**src/rtl/simon_pkg.sv**
```systemverilog
// Shared types and helpers for the Simon Says game blocks.
// Colour codes, sequencer states and button decoding.
package simon_pkg;

  typedef enum logic [2:0] {
    S_IDLE,
    S_ADD,
    S_SHOW_ON,
    S_SHOW_OFF,
    S_INPUT,
    S_PAUSE,
    S_WIN,
    S_FAIL
  } state_t;

  localparam logic [1:0] COL_RED = 2'd0;
  localparam logic [1:0] COL_GRN = 2'd1;
  localparam logic [1:0] COL_BLU = 2'd2;
  localparam logic [1:0] COL_CYN = 2'd3;

  typedef struct packed {
    logic       valid;
    logic [1:0] code;
  } btn_code_t;

  function automatic btn_code_t btn_to_code(
    input logic [3:0] btn
  );
    btn_code_t r;
    r.valid = 1'b1;
    r.code  = COL_RED;
    case (btn)
      4'b0001: r.code = COL_RED;
      4'b0010: r.code = COL_GRN;
      4'b0100: r.code = COL_BLU;
      4'b1000: r.code = COL_CYN;
      default: r.valid = 1'b0;
    endcase
    return r;
  endfunction

  function automatic logic [1:0] lfsr_color(
    input logic [15:0] s
  );
    return s[1:0];
  endfunction

endpackage

```
**src/rtl/simon_lfsr.sv**
```systemverilog
// 16-bit Fibonacci LFSR, taps 16,14,13,11.
// Free-running from reset; seed must be non-zero.
module simon_lfsr #(
  parameter logic [15:0] SEED = 16'hACE1
) (
  input  logic        clk,
  input  logic        rst,
  output logic [15:0] state
);

  logic fb;

  assign fb = state[15] ^ state[13] ^ state[12] ^ state[10];

  // Advance one step every cycle.
  always_ff @(posedge clk or negedge rst) begin
    if (!rst) state <= SEED;
    else      state <= {state[14:0], fb};
  end

endmodule

```
**src/rtl/simon_seq_ctrl.sv**
```systemverilog
// Simon Says sequencer: grows, shows and checks a colour sequence.
// Drives the VGA block's en/color inputs and reports win/fail.
module simon_seq_ctrl
  import simon_pkg::*;
#(
  parameter int          MAX_LEN        = 16,
  parameter int          ON_CYCLES      = 25_000_000,
  parameter int          OFF_CYCLES     = 12_500_000,
  parameter int          TIMEOUT_CYCLES = 250_000_000,
  parameter logic [15:0] LFSR_SEED      = 16'hACE1
) (
  input  logic                         clk,
  input  logic                         rst,
  input  logic                         start,
  input  logic [3:0]                   btn,
  output logic                         en,
  output logic [1:0]                   color,
  output logic [$clog2(MAX_LEN+1)-1:0] level,
  output logic                         busy,
  output logic                         win,
  output logic                         fail
);

  localparam int T1   = ON_CYCLES > OFF_CYCLES
                      ? ON_CYCLES : OFF_CYCLES;
  localparam int TMAX = T1 > TIMEOUT_CYCLES
                      ? T1 : TIMEOUT_CYCLES;
  localparam int TW   = TMAX > 1 ? $clog2(TMAX) : 1;
  localparam int LW   = $clog2(MAX_LEN + 1);
  localparam int IW   = MAX_LEN > 1 ? $clog2(MAX_LEN) : 1;

  localparam logic [TW-1:0] ON_LD  = TW'(ON_CYCLES - 1);
  localparam logic [TW-1:0] OFF_LD = TW'(OFF_CYCLES - 1);
  localparam logic [TW-1:0] TO_LD  = TW'(TIMEOUT_CYCLES - 1);
  localparam logic [LW-1:0] LEN_MX = LW'(MAX_LEN);

  state_t        state, state_n;
  logic [LW-1:0] len, len_n;
  logic [LW-1:0] idx, idx_n;
  logic [TW-1:0] timer, timer_n;
  logic [15:0]   lfsr;
  logic [1:0]    seq [MAX_LEN];
  logic          seq_we;
  logic [1:0]    cur;
  logic          last;
  btn_code_t     bc;

  simon_lfsr #(
    .SEED (LFSR_SEED)
  ) u_lfsr (
    .clk   (clk),
    .rst   (rst),
    .state (lfsr)
  );

  assign cur  = seq[idx[IW-1:0]];
  assign last = (idx == len - 1'b1);
  assign bc   = btn_to_code(btn);

  // Control state and counters.
  always_ff @(posedge clk or negedge rst) begin
    if (!rst) begin
      state <= S_IDLE;
      len   <= '0;
      idx   <= '0;
      timer <= '0;
    end else begin
      state <= state_n;
      len   <= len_n;
      idx   <= idx_n;
      timer <= timer_n;
    end
  end

  // Sequence storage; every entry is written before it is read.
  always_ff @(posedge clk) begin
    if (seq_we) seq[len[IW-1:0]] <= lfsr_color(lfsr);
  end

  // Next-state, counter updates and registered-state output decode.
  always_comb begin
    state_n = state;
    len_n   = len;
    idx_n   = idx;
    timer_n = (timer != '0) ? timer - 1'b1 : timer;
    seq_we  = 1'b0;
    unique case (state)
      S_IDLE, S_WIN, S_FAIL: begin
        if (start) begin
          len_n   = '0;
          state_n = S_ADD;
        end
      end
      S_ADD: begin
        seq_we  = 1'b1;
        len_n   = len + 1'b1;
        idx_n   = '0;
        timer_n = ON_LD;
        state_n = S_SHOW_ON;
      end
      S_SHOW_ON: begin
        if (timer == '0) begin
          timer_n = OFF_LD;
          state_n = S_SHOW_OFF;
        end
      end
      S_SHOW_OFF: begin
        if (timer == '0) begin
          if (last) begin
            idx_n   = '0;
            timer_n = TO_LD;
            state_n = S_INPUT;
          end else begin
            idx_n   = idx + 1'b1;
            timer_n = ON_LD;
            state_n = S_SHOW_ON;
          end
        end
      end
      S_INPUT: begin
        if (btn != 4'b0000) begin
          if (!bc.valid || bc.code != cur) begin
            state_n = S_FAIL;
          end else if (!last) begin
            idx_n   = idx + 1'b1;
            timer_n = TO_LD;
          end else if (len == LEN_MX) begin
            state_n = S_WIN;
          end else begin
            timer_n = OFF_LD;
            state_n = S_PAUSE;
          end
        end else if (timer == '0) begin
          state_n = S_FAIL;
        end
      end
      S_PAUSE: begin
        if (timer == '0) state_n = S_ADD;
      end
      default: state_n = S_IDLE;
    endcase

    en    = (state == S_SHOW_ON);
    color = en ? cur : COL_RED;
    level = len;
    busy  = !(state == S_IDLE || state == S_WIN
              || state == S_FAIL);
    win   = (state == S_WIN);
    fail  = (state == S_FAIL);
  end

endmodule

```
**config.mk**
```make
export PLATFORM = sky130hd
export DESIGN_NAME = simon_seq_ctrl
export DESIGN_NICKNAME = d
export VERILOG_FILES = /design/src/rtl/simon_pkg.sv /design/src/rtl/simon_lfsr.sv /design/src/rtl/simon_seq_ctrl.sv
export SDC_FILE = /design/constraint.sdc
export NUM_CORES = 1
export LEC_CHECK = 0
export CORE_MARGIN = 10
export CORE_UTILIZATION = 32
export DETAILED_ROUTE_END_ITERATION = 10
export PLACE_DENSITY = 0.5
export SLEW_MARGIN = 20
export SYNTH_ARGS = -nofsm -noshare
export SYNTH_HDL_FRONTEND = slang
export SYNTH_SLANG_ARGS = --single-unit
export TNS_END_PERCENT = 1
```
**constraint.sdc**
```tcl
create_clock -name clk -period 2.65 [get_ports clk]
set_input_delay 0.795 -clock clk [delete_from_list [all_inputs] [get_ports clk]]
set_output_delay 0.795 -clock clk [all_outputs]
set_load 0.02 [all_outputs]
```
* Word-level counts from Yosys, hierarchy flattened
Memory sizes are Yosys's and may differ from the RTL's.
Index checks and enable logic that the tools add are counted.
** Storage, ports and cells
- Register bits after elaboration :: 57
- Bits in writable memories :: 32
- Input port bits :: 7
- Output and inout port bits :: 11
- Logic and storage cells :: 86
- Memories kept :: 1
** Memory list
- seq :: words 16, bits a word 2, rd ports 1, clocked after memory_dff 0, write ports 1, RTL line simon_seq_ctrl.sv:42 : logic [1:0] seq [MAX_LEN];
** Cells by class
- Add/subtract/negate cells :: 4
- Equal/unequal tests :: 23
- Mux-type cells :: 34
- Bitwise logic cells :: 3
- Reductions and logical operators :: 16
** Operators with widths (number)
- 2-to-1 mux 28 bit :: 8
- one-hot mux 28 bit (4 select lines) :: 1
- 2-to-1 mux 5 bit :: 6
- logical NOT 28 bit :: 1
- nonzero test 28 bit :: 1
- subtractor 28 x 1 -> 28 bit, second input constant :: 1
- 2-to-1 mux 3 bit :: 9
- one-hot mux 3 bit (6 select lines) :: 1
- one-hot mux 5 bit (3 select lines) :: 1
- == test 3 bit, second input constant :: 4
- inequality test 2 bit, second input constant :: 6
- adder 5 x 1 -> 5 bit, second input constant :: 2
- one-hot mux 5 bit (2 select lines) :: 1
- == test 3 x 2 -> 1 bit, second input constant :: 2
- one-hot mux 2 bit (3 select lines) :: 1
- AND reduction 6 bit :: 1
- == test 5 bit :: 1
- == test 5 bit, second input constant :: 1
- AND reduction 5 bit :: 1
- subtractor 5 x 1 -> 5 bit, second input constant :: 1
- == test 4 x 1 -> 1 bit, second input constant :: 1
- == test 4 x 2 -> 1 bit, second input constant :: 1
- == test 4 x 3 -> 1 bit, second input constant :: 1
- == test 4 bit, second input constant :: 1
- 17 further kinds :: 26

* Depth between registers and ports, before layout
Gate-level depths: netlist (run 1).
- Word-level depth :: 8
- Mapped depth :: 11
- Gate-level depth less buffers :: 10

* By module
Synthesis (run 1) repeated with hierarchy kept, for this count alone.
** Second synthesis, totals
- Cell total of the unflattened synthesis :: 422
- Area, all modules :: 4569.4 µm²
** By module, submodules not included
- simon_seq_ctrl :: times used 1, cells each 403, area each 4132.7 µm², seq. area each 1986.9 µm²
- simon_lfsr :: times used 1, cells each 19, area each 436.7 µm², seq. area each 410.4 µm²

* Least setup slack after synthesis (run 1)
No wires, ideal clock.
- Path kind :: register to register
- Start :: register timer[17]
- End :: register timer[0]
- Setup time :: 82 ps
- Arrival time :: 2587 ps
- Required time :: 2568 ps
- Slack :: -19 ps
- Cell stages (with the launch flop) :: 11
- Buffers on the path :: 1
- Clock period less this slack :: 2669 ps
- Path through :: dfrtp_1 > or4_4 > or4_4 > nor4_4 > inv_2 > buf_6 > ha_1 > inv_1 > a22oi_1 > nor2_1 > a31oi_1
** Between the ends
- Longest elaborated chain between the ends :: 7
** Ends and longest elaborated chain
- start: declaration :: RTL line simon_seq_ctrl.sv:40 : logic [TW-1:0] timer, timer_n;
- start signal: assignment :: RTL line simon_seq_ctrl.sv:71 : timer <= timer_n;
- nonzero test 28 bit :: RTL line simon_seq_ctrl.sv:85 : timer_n = (timer != '0) ? timer - 1'b1 : timer;
- 2-to-1 mux 28 bit :: RTL line simon_seq_ctrl.sv:85
- 2-to-1 mux 28 bit :: RTL line simon_seq_ctrl.sv:127 : end else if (len == LEN_MX) begin
- 2-to-1 mux 28 bit :: RTL line simon_seq_ctrl.sv:124 : end else if (!last) begin
- 2-to-1 mux 28 bit :: RTL line simon_seq_ctrl.sv:122 : if (!bc.valid || bc.code != cur) begin
- 2-to-1 mux 28 bit :: RTL line simon_seq_ctrl.sv:121 : if (btn != 4'b0000) begin
- one-hot mux 28 bit (4 select lines) * :: RTL line simon_seq_ctrl.sv:87 : unique case (state)
- named net timer_n[0] :: RTL line simon_seq_ctrl.sv:40
Mark *: on every way through the listed nets, which the timed path passes. The rest lies on a longest branch.
A chain may end at the register's enable or synchronous reset.

* Final worst setup path (run 1)
- Start :: register idx[2]
- End :: output port color[1]
** Between the ends
- Longest elaborated chain between the ends :: 2
** Ends and longest elaborated chain
- start: declaration :: RTL line simon_seq_ctrl.sv:39 : logic [LW-1:0] idx, idx_n;
- start signal: assignment :: RTL line simon_seq_ctrl.sv:70 : idx <= idx_n;
- memory read (16 x 2 bit)
- 2-to-1 mux 2 bit :: RTL line simon_seq_ctrl.sv:144 : color = en ? cur : COL_RED;
- end: declaration :: RTL line simon_seq_ctrl.sv:17 : output logic [1:0] color,
No other way between the ends.

==> results.ini, run 1 <==
[outcome]
status = finished, violations left
violations = negative setup slack

[logic_synthesis]
synth_top_cell_by_area = dfrtp_1
synth_enable_flop_cells = 32
synth_top_area_share_pct = 26.6
muxShareOfSynthArea_pct = 4.23
synth_top_cells_by_count = dfrtp_1, nand2_1, edfxtp_1
synth_top_family_by_area = simple AND/OR/NAND/NOR gates
synthAdderAreaFrac_pct = 2.44
synth_simple_gate_area_share_pct = 19.6
synth_compound_area_share_pct = 11.9
ys_seq_elements = 89
syn-cell-area_sq_um = 4610
ys.flop_type = dfrtp_1
synth_fp_nets = 444
syn_inst = 428
synth_area_leaders = dfrtp_1, edfxtp_1, dfstp_2
synth-xor-area-share_pct = 6.46
synth_seq_area_share_pct = 52.0
ys_types = 61
ys_async_sr_fraction_pct = 64.0
avgSynthCellArea_sq_um = 10.8
yosysWarnings = 0
synth_most_common_cell = dfrtp_1

[layout]
fillers = 1377
final_core_util_pct = 42.6
stdcell_count = 694
drive_above_1_share_pct = 27.4
syn2layout_area_growth_pct = 29.2
nets = 525
n_antenna_cell = 0

[die]
die_x_um = 140
coreArea_sq_um = 14000
num_rows = 43
dieArea_sq_um = 19600
die_h_um = 140
io_pins = 18
initial_core_util_pct = 33.0

[global_routing]
overflow = 0
antenna_found_initial = 0
grt_pass1_wl_mm = 19.7
grt_max_degree = 40
grt_util_all_layers_pct = 12.5
first_global_vias = 3616

[critical_path]
rr_startpoint = idx[2]
cp-endpoint = color[1]
worst_r2r_path_depth = 13
cp_max_fo = 7
crit_type = reg2out
cp-end-kind = output port
critPathRequiredTime_ns = 1.86
cp-startpoint = idx[2]
arrival_ns = 2.04
start_kind = flip-flop
regToRegSetupSlack_ns = -0.18
r2r-end = state[0]

[timing]
fin_crit_ns = 2.84
slew_viol_final = 0
tns_ns = -3.28
setup_ws_ns = -0.188
min_period_over_period_pct = 107
hold_slack_ns = 0.345
timing.final.hold_violations = 0
max_slew.worst_pin.slew_ns = 0.553
fin_skew_ns = 0.00923
slew_headroom_pct = 62.8
fmax_mhz = 352
rsz0062_at_grt = true
finalSetupViolations = 32

[place]
buffer_ports.inserted = 17
dp_cells = 667
gp_congestion = 0.836
hpwl_mm = 8.39

[clocking]
cts.sink_count = 89
cts_buffer_depth = 2
clk_pin_slew_ns = 0.07
cts-htree-levels = 3
cts-root-buf = clkbuf_16
cts_buffers = 9
clk_latency_ns = 0.36
cts_hold_buffers = 0
cts_tree = done

[run]
cap_violations = 0

[power]
p_seq_share_pct = 41.6
p_sw_uw = 1460
ir_worst_vdd_mv = 0.528
power.total_uw = 4230
p_per_area_nw_per_um2 = 710
power_frac_clock_pct = 30.3
switching_share_pct = 34.5
pwr-share-comb_pct = 28.2
p_int_uw = 2770
p_leak_uw = 0.00237

[drt]
remaining_drc_errors = 0
routed-via-count = 3540
wire_per_inst_um = 17.0
antenna_left = 0
vias_per_cell = 5.10
drt-pass1-iter-count = 4
drt_iter0_markers = 200
routed_wl_mm = 11.8

[min_path]
hold_class = reg2reg

[power by group through the flow]
stage | combinational, uW | sequential (uW) | clock [uW]
2_1_floorplan | 650 | 1790 | 0
3_3_place_gp | 1140 | 1780 | 0
3_5_place_dp | 1150 | 1790 | 0
4_1_cts | 1200 | 1760 | 1310
5_1_grt | 1330 | 1790 | 1370
6_report | 1190 | 1760 | 1280
[cells in the final DEF, fill, tap and decap left out, types with 5 or more instances in the layout]
cell type        count
a21o_1               6
clkbuf_16            9
nand3_1             11
nand2b_1             7
nand2_1             38
o21ai_1              6
xor2_1              14
and2_1              15
a21oi_1             10
buf_6                7
o21ai_0              9
ha_1                 9
nor2b_1              5
and3_1               8
nor2_1              24
clkdlybuf4s50_1     12
xnor2_1             20
dfstp_2              8
mux2i_1             15
buf_4               63
edfxtp_1            32
nor3_1              16
dfrtp_1             49
nor4_1              11
inv_1               11
[per-stage QoR]
step / cell area [sq um] / setup WS (ns)
CTS: 5910 / -0.188
detailed placement: 5390 / -0.306
finish: 5960 / -0.188
global placement: 5390 / -0.264
global route: 5960 / -0.289
floorplan: 4610 / 0.0385
[routing by layer]
layer,track usage (%),up-vias,routed length [um]
met5,0,-,0
met4,4.35,0,171
met3,3.08,13,454
met2,18.8,47,5410
met1,16.9,1761,5760
li1,-,1719,-
[worst max-delay path, stage by stage, from the launching register on]
cell	delay [ns]
dfrtp_1	0.40
buf_12	0.14
buf_6	0.11
buf_4	0.12
mux2i_1	0.17
a31oi_1	0.16
a31oi_2	0.35
nor2_1	0.07
buf_4	0.17
[kinds of logic after synthesis]
kind of cell / count (synthesis)
flops: 89
xor+xnor: 34
fa+ha+maj: 9
buf+inv: 31
compound gates: 77
mux: 19
simple gates: 169
[registers in the layout, summed over array words and instances, names as in the netlist]
register,count
seq,32
u_lfsr.state,16
idx,5
timer,28
level,5
state,3
[final cells by class]
| cell class | instances | area (sq um) | area share, % |
|---|---|---|---|
| Clock inverter | 7 | 66.3 | 1.11 |
| Multi-Input combinational cell | 308 | 2220 | 37.3 |
| Tap cell | 180 | 225 | 3.78 |
| Sequential cell | 89 | 2400 | 40.2 |
| Inverter | 12 | 45.0 | 0.756 |
| Timing Repair Buffer | 89 | 777 | 13.0 |
| Clock buffer | 9 | 225 | 3.78 |
[timing repair]
item / CTS / global route
resized for setup: 49 / 14
pin swaps: 16 / 8
setup endpoints to repair: 35 / 42
gates cloned: 1 / 0
setup buffers: 13 / 0
[worst min-delay path by stage]
stage / start / endpoint / slack, ns / depth (start not counted)
after floorplan: u_lfsr.state[2] / u_lfsr.state[3] / 0.33 / 0
after global placement: u_lfsr.state[9] / u_lfsr.state[10] / 0.34 / 0
after detailed placement: u_lfsr.state[3] / u_lfsr.state[4] / 0.33 / 0
after CTS: u_lfsr.state[3] / u_lfsr.state[4] / 0.35 / 0
after global routing: u_lfsr.state[3] / u_lfsr.state[4] / 0.35 / 0
final: u_lfsr.state[3] / u_lfsr.state[4] / 0.34 / 0
Note: power is estimated with default switching activity, not from simulation.
==> run 2, diff against run 1 <==
PLACE_DENSITY = 0.48   (was 0.5)
TNS_END_PERCENT = 5   (was 1)
clock period = 3.1 ns   (was 2.65 ns; I/O delays follow)
==> run 2 against run 1 <==
Against the previous run: the flow now finishes without violations; combinational power fell by 23%; clock-buffer cell count grew 2; utilization decreased by 3.3 points; setup slack better by 0.30 ns; clock skew is 0.0018 ns higher; die area unchanged; final cell count down 5.3%; routed wire length is 6.1% lower; critical path depth up 3; global-route usage down 0.83 points; design area down 7.8%; worst hold slack improved by 0.0050 ns; critical path type is now reg2reg; critical endpoint is now timer[22]; largest cell class unchanged.
==> results.ini, run 2 (synthesized netlist as in run 1, its figures left out) <==
[global_routing]
antenna_found_initial = 0  ; unchanged
first_global_vias = 3462  ; was 3616
grt_util_all_layers_pct = 11.6  ; was 12.5%
overflow = 0  ; unchanged
grt_pass1_wl_mm = 18.7  ; was 19.7 mm
grt_max_degree = 36  ; was 40

[timing]
finalSetupViolations = 0  ; was 32
slew_headroom_pct = 59.3  ; was 62.8%
fmax_mhz = 335
slew_viol_final = 0  ; unchanged
max_slew.worst_pin.slew_ns = 0.610  ; was 0.553 ns
min_period_over_period_pct = 96.4
fin_skew_ns = 0.0110  ; was 0.00923 ns
rsz0062_at_grt = true  ; unchanged
fin_crit_ns = 2.99
timing.final.hold_violations = 0  ; unchanged
setup_ws_ns = 0.112  ; was -0.188 ns
hold_slack_ns = 0.350  ; was 0.345 ns

[place]
buffer_ports.inserted = 17  ; unchanged
gp_congestion = 0.797  ; was 0.836
dp_slack_ns = -0.0336  ; was -0.306 ns
place_area_sq_um = 5180  ; was 5390 sq um
hpwl_mm = 8.16  ; was 8.39 mm

[layout]
syn2layout_area_growth_pct = 19.2  ; was 29.2%
fin_area_sq_um = 5490  ; was 5960 sq um
final_common_cell = dfrtp_1  ; was buf_4
final_core_util_pct = 39.3  ; was 42.6%
mostFrequentLayoutCells = dfrtp_1, nand2_1, buf_4  ; was buf_4, dfrtp_1, nand2_1
n_antenna_cell = 0  ; unchanged
largest_register_ffs = 32  ; unchanged
drive_above_1_share_pct = 17.8  ; was 27.4%
nets = 488  ; was 525

[clocking]
cts_buffers = 9  ; unchanged
clk_pin_slew_ns = 0.07  ; about the same
cts-root-buf = clkbuf_16  ; unchanged
ctsResizeCount = 6  ; was 49
cts_hold_buffers = 0  ; unchanged
cts_buffer_depth = 2  ; unchanged
cts_tree = done  ; unchanged
cts-htree-levels = 3  ; unchanged
cts.sink_count = 89  ; unchanged
cts_setup_buffers = 0  ; was 13
clk_latency_ns = 0.34  ; was 0.36 ns

[min_path]
min-delay-start = u_lfsr.state[2]  ; was u_lfsr.state[3]
hold_class = reg2reg  ; unchanged

[die]
dieArea_sq_um = 19600  ; unchanged
coreArea_sq_um = 14000  ; unchanged
num_rows = 43  ; unchanged
die_h_um = 140  ; unchanged
initial_core_util_pct = 33.0  ; unchanged
die_x_um = 140  ; unchanged
io_pins = 18  ; unchanged

[critical_path]
critPathSlowestCell = or4b_1  ; was dfrtp_1
start_kind = flip-flop  ; unchanged
regToRegSetupSlack_ns = 0.11  ; was -0.18 ns
cp-startpoint = idx[2]  ; unchanged
cpMostUsedCell = buf_4  ; unchanged
rr_startpoint = idx[2]  ; unchanged
cp_max_fo = 17  ; was 7
cpPeakStageDelay_ns = 0.56  ; was 0.40 ns
cp_cell_sequence = buf_12 -> mux2i_1 -> a22o_1 -> a2111oi_4 -> a31oi_2 -> buf_4 -> or4b_1 -> a31o_2 -> o32ai_1 -> buf_4 -> a21oi_1  ; was buf_12 -> buf_6 -> buf_4 -> mux2i_1 -> a31oi_1 -> a31oi_2 -> nor2_1 -> buf_4
crit_type = reg2reg  ; was reg2out
cp-end-kind = flip-flop  ; was output port
critPathRequiredTime_ns = 3.31  ; was 1.86 ns
arrival_ns = 3.20  ; was 2.04 ns

[outcome]
status = finished clean  ; was finished, violations left

[drt]
routed_wl_mm = 11.1  ; was 11.8 mm
drt_iter0_markers = 225  ; was 200
drt-pass1-iter-count = 5  ; was 4
antenna_left = 0  ; unchanged
remaining_drc_errors = 0  ; unchanged
routed-via-count = 3418  ; was 3540
vias_per_cell = 5.20  ; was 5.10
wire_per_inst_um = 16.9  ; was 17.0 um

[power]
ir_worst_vdd_mv = 0.375  ; was 0.528 mV
p_per_area_nw_per_um2 = 646  ; was 710 nW/um^2
p_leak_uw = 0.00213  ; was 0.00237 uW

[run]
cap_violations = 0  ; unchanged

run 2: per-stage QoR:
step / TNS [ns] / std cells / total power [uW]
final: 0 / 657 / 3550
after detailed placement: -0.0656 / 641 / 2470
after floorplan: 0 / 428 / 2080
after CTS: 0 / 657 / 3590
after global routing: -0.00317 / 657 / 3760
after global placement: -0.0110 / 641 / 2470
run 2: worst paths after layout:
kind / end / cells after the start
max in group asynchronous: u_lfsr.state[10] / 2
min in group asynchronous: timer[2] / 1
setup reg to reg: timer[22] / 11
hold reg to reg: u_lfsr.state[3] / 0
setup / recovery: timer[22] / 11
hold / removal: u_lfsr.state[3] / 0
run 2: critical path, delay by kind of cell, from the launching register on:
kind / cells / cell delay [ns]
AO/OA/AOI/OAI: 6 / 1.24
AND/OR/NAND/NOR: 1 / 0.56
buffers and inverters: 3 / 0.52
flip-flops: 1 / 0.42
multiplexers: 1 / 0.12
run 2: cell type report:
class                   count  area [sq um]
fillers                  1413          8490
well taps                 180           225
clock buffers              11           264
multi-input cells         308          2080
flip-flops and latches     89          2400
inverters                  12          45.0
clock inverters             5          42.5
repair buffers             52           443
run 2: report_power, final:
part           total [uW]  switching, uW  internal (uW)
logic                 919            520            399
clock network        1100            480            624
registers            1530            178           1350
total                3550           1180           2370
run 2: metal layers:
| metal | GRT usage (%) | vias to the layer above | wire [um] |
|---|---|---|---|
| met5 | 0 | - | 0 |
| li1 | - | 1645 | - |
| met4 | 4.13 | 0 | 170 |
| met3 | 2.77 | 10 | 395 |
| met1 | 15.8 | 1714 | 5530 |
| met2 | 17.6 | 49 | 4980 |
